<file path="src/rtl/mult_div_unit.sv">
// Iterative HI/LO multiply/divide unit (MULT, MULTU, DIV, DIVU, MTHI, MTLO).
// One shift-add / restoring shift-subtract step per clock. Magnitudes are
// processed unsigned and the sign is fixed up in the FINISH cycle.
module mult_div_unit #(
  parameter int WIDTH = 32
) (
  input  logic             clock,
  input  logic             reset,
  input  logic             start,
  input  logic [1:0]       op,
  input  logic [WIDTH-1:0] operand_a,
  input  logic [WIDTH-1:0] operand_b,
  input  logic             hi_write,
  input  logic             lo_write,
  input  logic [WIDTH-1:0] write_value,
  output logic             busy,
  output logic             done,
  output logic             div_by_zero,
  output logic [WIDTH-1:0] hi,
  output logic [WIDTH-1:0] lo
);

  localparam int CW = $clog2(WIDTH + 1);

  typedef enum logic [1:0] {
    IDLE   = 2'd0,
    RUN    = 2'd1,
    FINISH = 2'd2
  } state_t;

  state_t          state;
  logic [CW-1:0]   count;

  // Operation context captured at launch
  logic             is_div_p0;
  logic             neg_prod_p0;
  logic             neg_quot_p0;
  logic             neg_rem_p0;
  logic             dbz_p0;
  logic [WIDTH-1:0] a_raw_p0;
  logic [WIDTH-1:0] b_mag_p0;

  // Iteration registers: r holds partial product high half / partial remainder,
  // q holds multiplier being shifted out / dividend shifted out, quotient in
  logic [WIDTH-1:0] r_p1;
  logic [WIDTH-1:0] q_p1;

  logic             launch;
  logic [WIDTH:0]   mul_sum;
  logic [WIDTH:0]   div_sh;
  logic             div_ge;
  logic [WIDTH-1:0] div_diff;
  logic [WIDTH-1:0] step_r;
  logic [WIDTH-1:0] step_q;
  logic [WIDTH-1:0] res_hi;
  logic [WIDTH-1:0] res_lo;

  // Absolute value of a two's complement operand when the op is signed
  function automatic logic [WIDTH-1:0] magnitude(input logic signed [WIDTH-1:0] v,
                                                 input logic is_signed);
    logic [WIDTH-1:0] u;
    u = v;
    return (is_signed && v[WIDTH-1]) ? -u : u;
  endfunction

  // Conditional two's complement negation, single width
  function automatic logic [WIDTH-1:0] fix_sign_w(input logic [WIDTH-1:0] v,
                                                  input logic neg);
    return neg ? -v : v;
  endfunction

  // Conditional two's complement negation, double width product
  function automatic logic [2*WIDTH-1:0] fix_sign_2w(input logic [2*WIDTH-1:0] v,
                                                     input logic neg);
    return neg ? -v : v;
  endfunction

  assign launch = (state == IDLE) && start;

  // One iteration step for the currently latched operation
  always_comb begin
    mul_sum  = {1'b0, r_p1} + (q_p1[0] ? {1'b0, b_mag_p0} : '0);
    div_sh   = {r_p1, q_p1[WIDTH-1]};
    div_ge   = (div_sh >= {1'b0, b_mag_p0});
    div_diff = div_sh[WIDTH-1:0] - b_mag_p0;
    if (is_div_p0) begin
      step_r = div_ge ? div_diff : div_sh[WIDTH-1:0];
      step_q = {q_p1[WIDTH-2:0], div_ge};
    end else begin
      step_r = mul_sum[WIDTH:1];
      step_q = {mul_sum[0], q_p1[WIDTH-1:1]};
    end
  end

  // Final HI/LO values with sign correction and divide-by-zero override
  always_comb begin
    res_hi = '0;
    res_lo = '0;
    if (dbz_p0) begin
      res_hi = a_raw_p0;
      res_lo = '1;
    end else if (is_div_p0) begin
      res_hi = fix_sign_w(r_p1, neg_rem_p0);
      res_lo = fix_sign_w(q_p1, neg_quot_p0);
    end else begin
      {res_hi, res_lo} = fix_sign_2w({r_p1, q_p1}, neg_prod_p0);
    end
  end

  // ---- stage p0: capture operation context at launch (data, no reset) ----
  always_ff @(posedge clock) begin
    if (launch) begin
      is_div_p0   <= op[1];
      neg_prod_p0 <= ~op[0] & (operand_a[WIDTH-1] ^ operand_b[WIDTH-1]);
      neg_quot_p0 <= ~op[0] & (operand_a[WIDTH-1] ^ operand_b[WIDTH-1]);
      neg_rem_p0  <= ~op[0] & operand_a[WIDTH-1];
      dbz_p0      <= op[1] && (operand_b == '0);
      a_raw_p0    <= operand_a;
      b_mag_p0    <= op[1] ? magnitude($signed(operand_b), ~op[0])
                           : magnitude($signed(operand_a), ~op[0]);
    end
  end

  // ---- stage p1: iterative shift-add / shift-subtract (data, no reset) ----
  always_ff @(posedge clock) begin
    if (launch) begin
      r_p1 <= '0;
      q_p1 <= op[1] ? magnitude($signed(operand_a), ~op[0])
                    : magnitude($signed(operand_b), ~op[0]);
    end else if (state == RUN) begin
      r_p1 <= step_r;
      q_p1 <= step_q;
    end
  end

  // Control FSM with registered status outputs and the architectural HI/LO
  always_ff @(posedge clock) begin
    if (reset) begin
      state       <= IDLE;
      count       <= '0;
      busy        <= 1'b0;
      done        <= 1'b0;
      div_by_zero <= 1'b0;
      hi          <= '0;
      lo          <= '0;
    end else begin
      done        <= 1'b0;
      div_by_zero <= 1'b0;
      case (state)
        IDLE: begin
          if (hi_write) hi <= write_value;
          if (lo_write) lo <= write_value;
          if (start) begin
            state <= RUN;
            count <= '0;
            busy  <= 1'b1;
          end
        end
        RUN: begin
          count <= count + 1'b1;
          if (count == CW'(WIDTH - 1)) state <= FINISH;
        end
        FINISH: begin
          hi          <= res_hi;
          lo          <= res_lo;
          done        <= 1'b1;
          div_by_zero <= dbz_p0;
          busy        <= 1'b0;
          state       <= IDLE;
        end
        default: begin
          state <= IDLE;
          busy  <= 1'b0;
        end
      endcase
    end
  end

endmodule

</file>
<file path="config.mk">
export PLATFORM = sky130hd
export DESIGN_NAME = mult_div_unit
export DESIGN_NICKNAME = d
export VERILOG_FILES = /design/src/rtl/mult_div_unit.sv
export SDC_FILE = /design/constraint.sdc
export NUM_CORES = 1
export LEC_CHECK = 0
export BUFFER_PORTS_ARGS = -buffer_cell sky130_fd_sc_hd__buf_2
export CAP_MARGIN = 20
export CELL_PAD_IN_SITES_DETAIL_PLACEMENT = 1
export CELL_PAD_IN_SITES_GLOBAL_PLACEMENT = 1
export CORE_MARGIN = 4
export CORE_UTILIZATION = 41
export CTS_BUF_LIST = sky130_fd_sc_hd__clkbuf_16
export CTS_CLUSTER_DIAMETER = 60
export DETAILED_ROUTE_END_ITERATION = 6
export PLACE_DENSITY_LB_ADDON = 0.3
export SETUP_SLACK_MARGIN = 0.2
export SLEW_MARGIN = 20
export SYNTH_ARGS = -nofsm -noshare
export SYNTH_HDL_FRONTEND = slang
export SYNTH_SLANG_ARGS = --single-unit
</file>
<file path="constraint.sdc">
create_clock -name clock -period 3.7 [get_ports clock]
set_input_delay 0.555 -clock clock [delete_from_list [all_inputs] [get_ports clock]]
set_output_delay 0.555 -clock clock [all_outputs]
set_load 0.01 [all_outputs]
</file>
==> flow_metrics.env, run 1 <==
export IMPL_status="completed"
export IMPL_grt_pass1_vias=16344
export IMPL_cts_tree="done"
export IMPL_start_util_pct=41.7
export IMPL_num_vias=16076
export IMPL_drv_slew=0
export IMPL_yosysSeqAreaShare_pct=32.7
export IMPL_critPathMaxStageDelay_ns=0.56
export IMPL_cp_required_ns=4.20
export IMPL_cts_made_buffers=29
export IMPL_dieArea_um2=41600
export IMPL_routedWlPerCell_um=25.8
export IMPL_finalSetupViolCount=0
export IMPL_r2r_start="q_p1[17]"
export IMPL_crit_path_top_delay_cell="or4_4"
export IMPL_grt_ovfl_total=0
export IMPL_gp_congestion=1.02
export IMPL_fin_util_pct=49.1
export IMPL_die_h_um=204
export IMPL_async_flop_share_pct=0
export IMPL_rsz0062_at_grt="yes"
export IMPL_ant_nets=0
export IMPL_netlist_top_cells_count="a21oi_1, nor2_1, nand2_1"
export IMPL_antenna_found_initial=4
export IMPL_syn_to_final_growth_pct=17.7
export IMPL_hold_violations=0
export IMPL_ys_seq_elements=207
export IMPL_tns_ns=0
export IMPL_min_delay_start="operand_a[14]"
export IMPL_worstMarginPinSlew_ns=0.941
export IMPL_fin_crit_ns=3.40
export IMPL_core_um2=37800
export IMPL_ios=170
export IMPL_dp_hpwl_mm=53.0
export IMPL_synth_top_area_share_pct=19.1
export IMPL_synth_flop_cell="dfxtp_1"
export IMPL_cp_start_kind="register"
export IMPL_cts_sinks=207
export IMPL_drtIter0Drc=1483
export IMPL_firstDrtPassIters=5
export IMPL_track_usage_pct=31.1
export IMPL_grt_pass1_wl_mm=100
export IMPL_path_max_fanout=7
export IMPL_cp_arrival_ns=3.90
export IMPL_leakagePower_nw=7.66
export IMPL_power_density_nw_per_um2=530
export IMPL_placementRows=71
export IMPL_syn_inst=1888
export IMPL_ir_drop_uv=358
export IMPL_synth_edf_count=100
export IMPL_cp_cell_sequence="or3_4, or4_4, or4_4, or3_4, o22ai_2, nand2b_1, xnor2_1, o211ai_2, a211oi_1"
export IMPL_synth_area_top_cells="edfxtp_1, dfxtp_1, mux2i_1, a21oi_1, ha_1"
export IMPL_max_freq_mhz=294
export IMPL_yosysTopAreaCell="edfxtp_1"
export IMPL_vias_per_cell=6.19
export IMPL_timing_final_crit_share_pct=92.0
export IMPL_synth_most_common_cell="a21oi_1"
export IMPL_die_x_um=204
export IMPL_clk_pin_slew_ns=0.06
export IMPL_clk_latency_ns=0.59
export IMPL_n_antenna_cell=0
export IMPL_relSlewSlack_pct=37.0
export IMPL_r2r_setup_slack_ns=0.30
export IMPL_dp_cells=2544
export IMPL_syn_area_per_cell_um2=8.34
export IMPL_netlist_area_um2=15700
export IMPL_drc=0
export IMPL_path_class="register to register"
export IMPL_wirelength_mm=67.1
export IMPL_cts_root_buf="clkbuf_16"
export IMPL_nets=2241
export IMPL_drive_gt1_share_pct=16.7
export IMPL_ctsHtreeMaxLevel=1
export IMPL_ys_warn_count=0
export IMPL_max_cap_viol_count=0
export IMPL_skew_ns=0.0284
export IMPL_cp_startpoint="q_p1[17]"
export IMPL_ys_types=75
export IMPL_total_power_w=0.00983
export IMPL_end_kind="register"
export IMPL_cts_hold_fix_buffers=0
export IMPL_clockBufferDepth=3
export IMPL_stdcell_count=2598
export IMPL_fillers=4613
export IMPL_syn_nets=2062
export IMPL_portBuffers=169
export IMPL_hp_class="primary input to register"
export IMPL_grt_max_degree=54
what timing repair did:
action | CTS | global route
buffers inserted | 0 | 3
pin swaps | 0 | 4
gates resized for setup | 1 | 21
endpoints found under the setup margin | 2 | 37
area by class of cell:
type	instances	area, um2	area share, %
Multi-Input combinational cell	1509	10000	54.2
Sequential cell	207	5150	27.8
Timing Repair Buffer	254	1540	8.29
Clock buffer	29	726	3.92
Tap cell	511	639	3.45
Inverter	66	251	1.36
Clock inverter	22	189	1.02
routing by layer:
metal / global-route usage [%] / wire length, um / vias to the layer above
li1: - / - / 7354
met1: 42.7 / 29200 / 7975
met2: 49.8 / 30500 / 609
met3: 4.82 / 4550 / 134
met4: 11.4 / 2780 / 4
met5: 0 / 26 / -
critical path, delay by kind of cell, from the launching register on:
family	cells	cell delay, ns
AO/OA/AOI/OAI	3	0.59
XOR/XNOR	1	0.19
flip-flops	1	0.45
AND/OR/NAND/NOR	5	2.09
kinds of logic after synthesis:
kind of cell	Yosys count	share of synthesized area, %
AOI/OAI and AO/OA	583	23.3
buffers and inverters	172	4.13
xor gates and xnor gates	174	9.68
muxes	116	7.44
DFF	207	32.7
and+or+nand+nor	565	17.1
adders and majority gates	71	5.74
through the flow:
| step | instance area [um2] | setup slack [ns] | hold WS (ns) |
|---|---|---|---|
| after global placement | 17500 | 0.237 | 0.437 |
| after global routing | 18500 | 0.168 | 0.194 |
| after detailed placement | 17500 | 0.158 | 0.445 |
| after CTS | 18400 | 0.207 | 0.187 |
| final | 18500 | 0.298 | 0.200 |
| after floorplan | 15700 | 0.472 | 0.462 |
flip-flops by register name, summed over array words and instances, names as in the netlist:
register / cells
hi: 32
q_p1: 32
busy: 1
b_mag_p0: 32
lo: 32
neg_quot_p0: 1
is_div_p0: 1
neg_rem_p0: 1
count: 6
r_p1: 32
dbz_p0: 1
state: 2
done: 1
div_by_zero: 1
a_raw_p0: 32
layout by cell type, fill, tap and decap left out, types with 12 or more instances in the layout:
master | Yosys | layout
xor2_1 | 76 | 76
mux2i_1 | 108 | 108
o22ai_1 | 14 | 14
nand2_1 | 158 | 158
nand2b_1 | 17 | 17
ha_1 | 69 | 69
a21oi_1 | 196 | 192
nor2_1 | 187 | 184
or3_1 | 12 | 12
inv_1 | 63 | 63
a21o_1 | 23 | 23
o31ai_1 | 22 | 22
a211oi_1 | 29 | 29
clkbuf_16 | 0 | 29
xnor2_1 | 98 | 98
buf_2 | 1 | 168
nand3b_1 | 14 | 14
edfxtp_1 | 100 | 100
nor3_1 | 36 | 36
a31oi_1 | 17 | 15
o221ai_1 | 24 | 24
or4_1 | 21 | 19
dfxtp_1 | 107 | 106
o21ai_0 | 133 | 130
nor4_1 | 27 | 26
o211ai_1 | 20 | 20
buf_4 | 1 | 82
nand3_1 | 28 | 28
power breakdown:
| group | internal, W | total [W] | switching [W] |
|---|---|---|---|
| registers | 0.00270 | 0.00302 | 0.000317 |
| clock network | 0.00152 | 0.00270 | 0.00118 |
| logic | 0.00154 | 0.00410 | 0.00256 |
worst paths after layout:
kind             endpoint  cells past startpoint
max                 hi[9]                      9
min reg2reg        lo[31]                      2
max reg2reg         hi[9]                      9
min          a_raw_p0[14]                      1
Note: power is estimated with default switching activity, not from simulation.
==> run 2, diff against run 1 <==
- ABC_CLOCK_PERIOD_IN_PS: default -> 2760
- clock period: 3.7 -> 2.76 ns (I/O delays scaled with it)
==> flow_metrics.env, run 2 (same netlist as run 1, synthesis figures left out) <==
export IMPL_grt_util_met1_pct=47.0
export IMPL_fillers=4257
export IMPL_clk_latency_ns=0.58
export IMPL_num_vias=20319
export IMPL_cp_start_kind="register"
export IMPL_cts_sinks=207
export IMPL_place_ws_ns=-0.447
export IMPL_place_area_um2=20000
export IMPL_fin_crit_ns=3.56
export IMPL_final_common_cell="buf_4"
export IMPL_cp_required_ns=3.19
export IMPL_grtUsageMet2_pct=63.2
export IMPL_drive_gt1_share_pct=41.1
export IMPL_crit_path_top_delay_cell="edfxtp_1"
export IMPL_ir_drop_uv=613
export IMPL_relSlewSlack_pct=31.3
export IMPL_wirelength_mm=95.0
export IMPL_end_kind="register"
export IMPL_grt_pass1_vias=20062
export IMPL_critPathMaxStageDelay_ns=0.55
export IMPL_max_cap_viol_count=0
export IMPL_path_class="register to register"
export IMPL_cts_made_buffers=29
export IMPL_clk_pin_slew_ns=0.08
export IMPL_drv_slew=0
export IMPL_ctsHtreeMaxLevel=1
export IMPL_dp_hpwl_mm=57.9
export IMPL_worstMarginPinSlew_ns=1.03
export IMPL_grt_ovfl_total=0
export IMPL_placementRows=71
export IMPL_finalSetupViolCount=86
export IMPL_track_usage_pct=38.5
export IMPL_syn_to_final_growth_pct=50.6
export IMPL_path_max_fanout=8
export IMPL_violations="setup timing"
export IMPL_path_buf_inv=4
export IMPL_firstDrtPassIters=6
export IMPL_hp_class="primary input to register"
export IMPL_skew_ns=0.0214
export IMPL_portBuffers=169
export IMPL_layout_setup_ws_ns=-0.803
export IMPL_crit_family="simple AND/OR/NAND/NOR gates"
export IMPL_power_density_nw_per_um2=727
export IMPL_cts_tree="done"
export IMPL_hold_violations=0
export IMPL_die_x_um=204
export IMPL_r2r_setup_slack_ns=-0.80
export IMPL_drtIter0Drc=2609
export IMPL_max_freq_mhz=281
export IMPL_grtUsageMet3_pct=8.73
export IMPL_dieArea_um2=41600
export IMPL_grt_max_degree=96
export IMPL_cp_cell_sequence="inv_1, ha_1, buf_4, nand2_1, nor3_2, a41oi_2, nand4_1, nand2_4, buf_6, buf_8, mux2_4, a21oi_2, o21ai_1"
export IMPL_gp_congestion=1.04
export IMPL_ios=170
export IMPL_design_area_um2=23700
export IMPL_timing_final_crit_share_pct=129
export IMPL_fin_util_pct=62.8
export IMPL_nets=2610
export IMPL_routedWlPerCell_um=32.0
export IMPL_rsz0062_at_grt="yes"
export IMPL_leakagePower_nw=9.98
export IMPL_start_util_pct=41.7
export IMPL_drc=0
export IMPL_ant_nets=0
export IMPL_final_cell_mix="buf_4, nor2_1, buf_2, nand2_1, a21oi_1"
export IMPL_clockBufferDepth=3
export IMPL_antenna_found_initial=5
export IMPL_die_h_um=204
export IMPL_core_um2=37800
export IMPL_cts_root_buf="clkbuf_16"
export IMPL_grt_pass1_wl_mm=124
export IMPL_top_usage_layer="met2"
export IMPL_vias_per_cell=6.84
export IMPL_cp_arrival_ns=3.99
export IMPL_status="complete, but fails checks"
[run 2: cell count changes in the layout (fill, tap and decap cells not counted), sizes merged]
cell    delta
inv        -1
buf      +369
diode      +1
bufinv     +2
[run 2: timing repair]
action	in CTS	in global routing
endpoints found under the setup margin	86	99
hold endpoints to repair	0	0
setup buffers	46	28
resized for setup	272	160
pin swaps	136	119
hold buffers	0	0
cloned	1	0
[run 2: stage by stage]
| stage | hold WS, ns | cells | power [W] | TNS (ns) |
|---|---|---|---|---|
| 2_1_floorplan | 0.462 | 1888 | 0.00754 | -2.32 |
| 3_3_place_gp | 0.440 | 2840 | 0.0105 | -14.16 |
| 3_5_place_dp | 0.442 | 2840 | 0.0107 | -22.71 |
| 4_1_cts | 0.0830 | 2939 | 0.0155 | -10.32 |
| 5_1_grt | 0.0980 | 2968 | 0.0176 | -39.90 |
| 6_report | 0.102 | 2969 | 0.0172 | -38.09 |
[run 2: per-layer routing]
metal / wire, um / share of wire (%)
met5: 38 / 0.040
met1: 33800 / 36
met4: 9420 / 9.9
met2: 41600 / 44
met3: 10100 / 11
[run 2: final cells by class]
type	instances	area [um2]	area share (%)
timing repair buffer	623	4620	19.5
antenna	1	2.50	0.0106
sequential	207	5150	21.7
clock buffer	29	726	3.06
inverter	66	255	1.08
tap	511	639	2.70
multi-input combinational	1509	12100	51.0
clock inverter	23	238	1.00
[run 2: worst paths after layout]
| check | startpoint | to | cells past startpoint |
|---|---|---|---|
| max reg2reg | b_mag_p0[19] | r_p1[14] | 13 |
| min reg2reg | lo[3] | lo[3] | 2 |
| max | b_mag_p0[19] | r_p1[14] | 13 |
| min | operand_a[7] | a_raw_p0[7] | 1 |
[run 2: power by group]
group | internal, W | leakage (nW) | total (W) | switching, W
combinational | 0.00388 | 7.64 | 0.00928 | 0.00540
clock | 0.00224 | 0.483 | 0.00393 | 0.00170
sequential | 0.00362 | 1.85 | 0.00403 | 0.000407
total | 0.00974 | 9.98 | 0.0172 | 0.00750
==> run 3, diff against run 2 <==
- PLACE_DENSITY_LB_ADDON: 0.3 -> 0.25
==> flow_metrics.env, run 3 (same netlist as run 1, synthesis figures left out) <==
export IMPL_status="complete, but fails checks"
export IMPL_violations="setup timing"
export IMPL_holdPathStages=1
export IMPL_end_kind="register"
export IMPL_ios=170
export IMPL_routedWlPerCell_um=29.3
export IMPL_r2r_cells=12
export IMPL_cts_made_buffers=30
export IMPL_clockBufferDepth=3
export IMPL_max_freq_mhz=303
export IMPL_p_switching_w=0.00710
export IMPL_clk_pin_slew_ns=0.06
export IMPL_grt_pass1_wl_mm=122
export IMPL_dp_hpwl_mm=60.4
export IMPL_p_int_w=0.00963
export IMPL_antenna_found_initial=6
export IMPL_vias_per_cell=6.38
export IMPL_placementRows=71
export IMPL_switching_share_pct=42.4
export IMPL_hold_violations=0
export IMPL_grt_max_degree=60
export IMPL_cp_arrival_ns=3.78
export IMPL_cp_start_kind="register"
export IMPL_rsz0062_at_grt="yes"
export IMPL_path_max_fanout=4
export IMPL_ir_drop_uv=579
export IMPL_relSlewSlack_pct=38.7
export IMPL_core_um2=37800
export IMPL_drv_slew=0
export IMPL_regArea_um2=5150
export IMPL_place_ws_ns=-0.614
export IMPL_gp_congestion=0.991
export IMPL_drc=0
export IMPL_drtIter0Drc=2119
export IMPL_multi_input_area_um2=11900
export IMPL_cts_root_buf="clkbuf_16"
export IMPL_stdcell_count=2997
export IMPL_final_common_cell="buf_4"
export IMPL_firstDrtPassIters=6
export IMPL_dieArea_um2=41600
export IMPL_wirelength_mm=87.7
export IMPL_fin_util_pct=62.8
export IMPL_path_class="register to register"
export IMPL_num_vias=19124
export IMPL_grt_pass1_vias=19447
export IMPL_drive_gt1_share_pct=40.2
export IMPL_finalSetupViolCount=84
export IMPL_leakagePower_nw=10.1
export IMPL_power_density_nw_per_um2=706
export IMPL_dp_cells=2867
export IMPL_timing_final_crit_share_pct=119
export IMPL_fillers=4315
export IMPL_p_comb_share_pct=53.4
export IMPL_ctsHtreeMaxLevel=1
export IMPL_clkPwrFrac_pct=23.0
export IMPL_die_h_um=204
export IMPL_ant_nets=0
export IMPL_layout_setup_ws_ns=-0.537
export IMPL_final_cell_mix="buf_4, nor2_1, buf_2, a21oi_1, nand2_1"
export IMPL_seq_power_share_pct=23.6
export IMPL_hp_class="primary input to register"
export IMPL_skew_ns=0.0270
export IMPL_nets=2634
export IMPL_cts_tree="done"
export IMPL_syn_to_final_growth_pct=50.5
export IMPL_fin_crit_ns=3.30
export IMPL_portBuffers=169
export IMPL_max_cap_viol_count=0
export IMPL_track_usage_pct=38.2
export IMPL_worstMarginPinSlew_ns=0.916
export IMPL_die_x_um=204
export IMPL_start_util_pct=41.7
export IMPL_grt_ovfl_total=0
export IMPL_clk_latency_ns=0.63
export IMPL_cts_sinks=207
export IMPL_cp_required_ns=3.25
[run 3: critical path, cell delays in order, from the launching register on]
cell and delay [ns]:
edfxtp_1 0.42, or4_4 0.56, buf_6 0.14, or4_4 0.43, buf_6 0.15, buf_6 0.12
or4_4 0.46, o21ai_2 0.16, xor2_1 0.23, buf_4 0.19, a211oi_2 0.07, a21oi_1 0.16
nor2_1 0.06
[run 3: path summary, 6_finish.rpt]
kind | end | slack (ns) | start
setup / recovery | lo[20] | -0.54 | q_p1[5]
hold / removal | a_raw_p0[8] | 0.03 | operand_a[8]
setup reg to reg | lo[20] | -0.54 | q_p1[5]
hold reg to reg | lo[3] | 0.45 | lo[3]
[run 3: final cells by class]
type | count | area share [%]
well taps | 511 | 2.70
flip-flops and latches | 207 | 21.7
inverters | 66 | 1.05
clock buffers | 30 | 3.17
clock inverters | 26 | 0.908
multi-input cells | 1509 | 50.1
repair buffers | 646 | 20.3
diodes | 2 | 0.0211
[run 3: power groups by stage]
stage	logic, W	clock network (W)	registers [W]
global route	0.00936	0.00396	0.00397
finish	0.00894	0.00384	0.00395
floorplan	0.00355	0	0.00399
detailed placement	0.00706	0	0.00396
global placement	0.00684	0	0.00394
CTS	0.00807	0.00379	0.00391
[run 3: metrics by stage]
stage	cell area [um2]	total power (W)	hold slack, ns	setup TNS, ns
detailed placement	20200	0.0110	0.448	-26.35
finish	23700	0.0167	0.0275	-30.62
CTS	22900	0.0158	0.0354	-17.55
global route	23700	0.0173	0.0357	-35.83
global placement	20200	0.0108	0.438	-19.97
floorplan	16100	0.00754	0.462	-2.32
[run 3: layer usage]
metal	up-vias	GRT usage [%]	routed length, um
met3	406	7.65	8320
met4	8	14.8	5410
met2	1167	64.5	40500
met1	9389	48.3	33500
li1	8154	-	-
met5	-	0	55
[run 3: timing repair]
item | 4_1_cts | 5_1_grt
gates cloned | 2 | 0
hold buffers | 0 | 0
gates resized for setup | 297 | 104
pin swaps | 165 | 98
setup endpoints to repair | 84 | 89
hold endpoints to repair | 0 | 0
setup buffers | 39 | 31
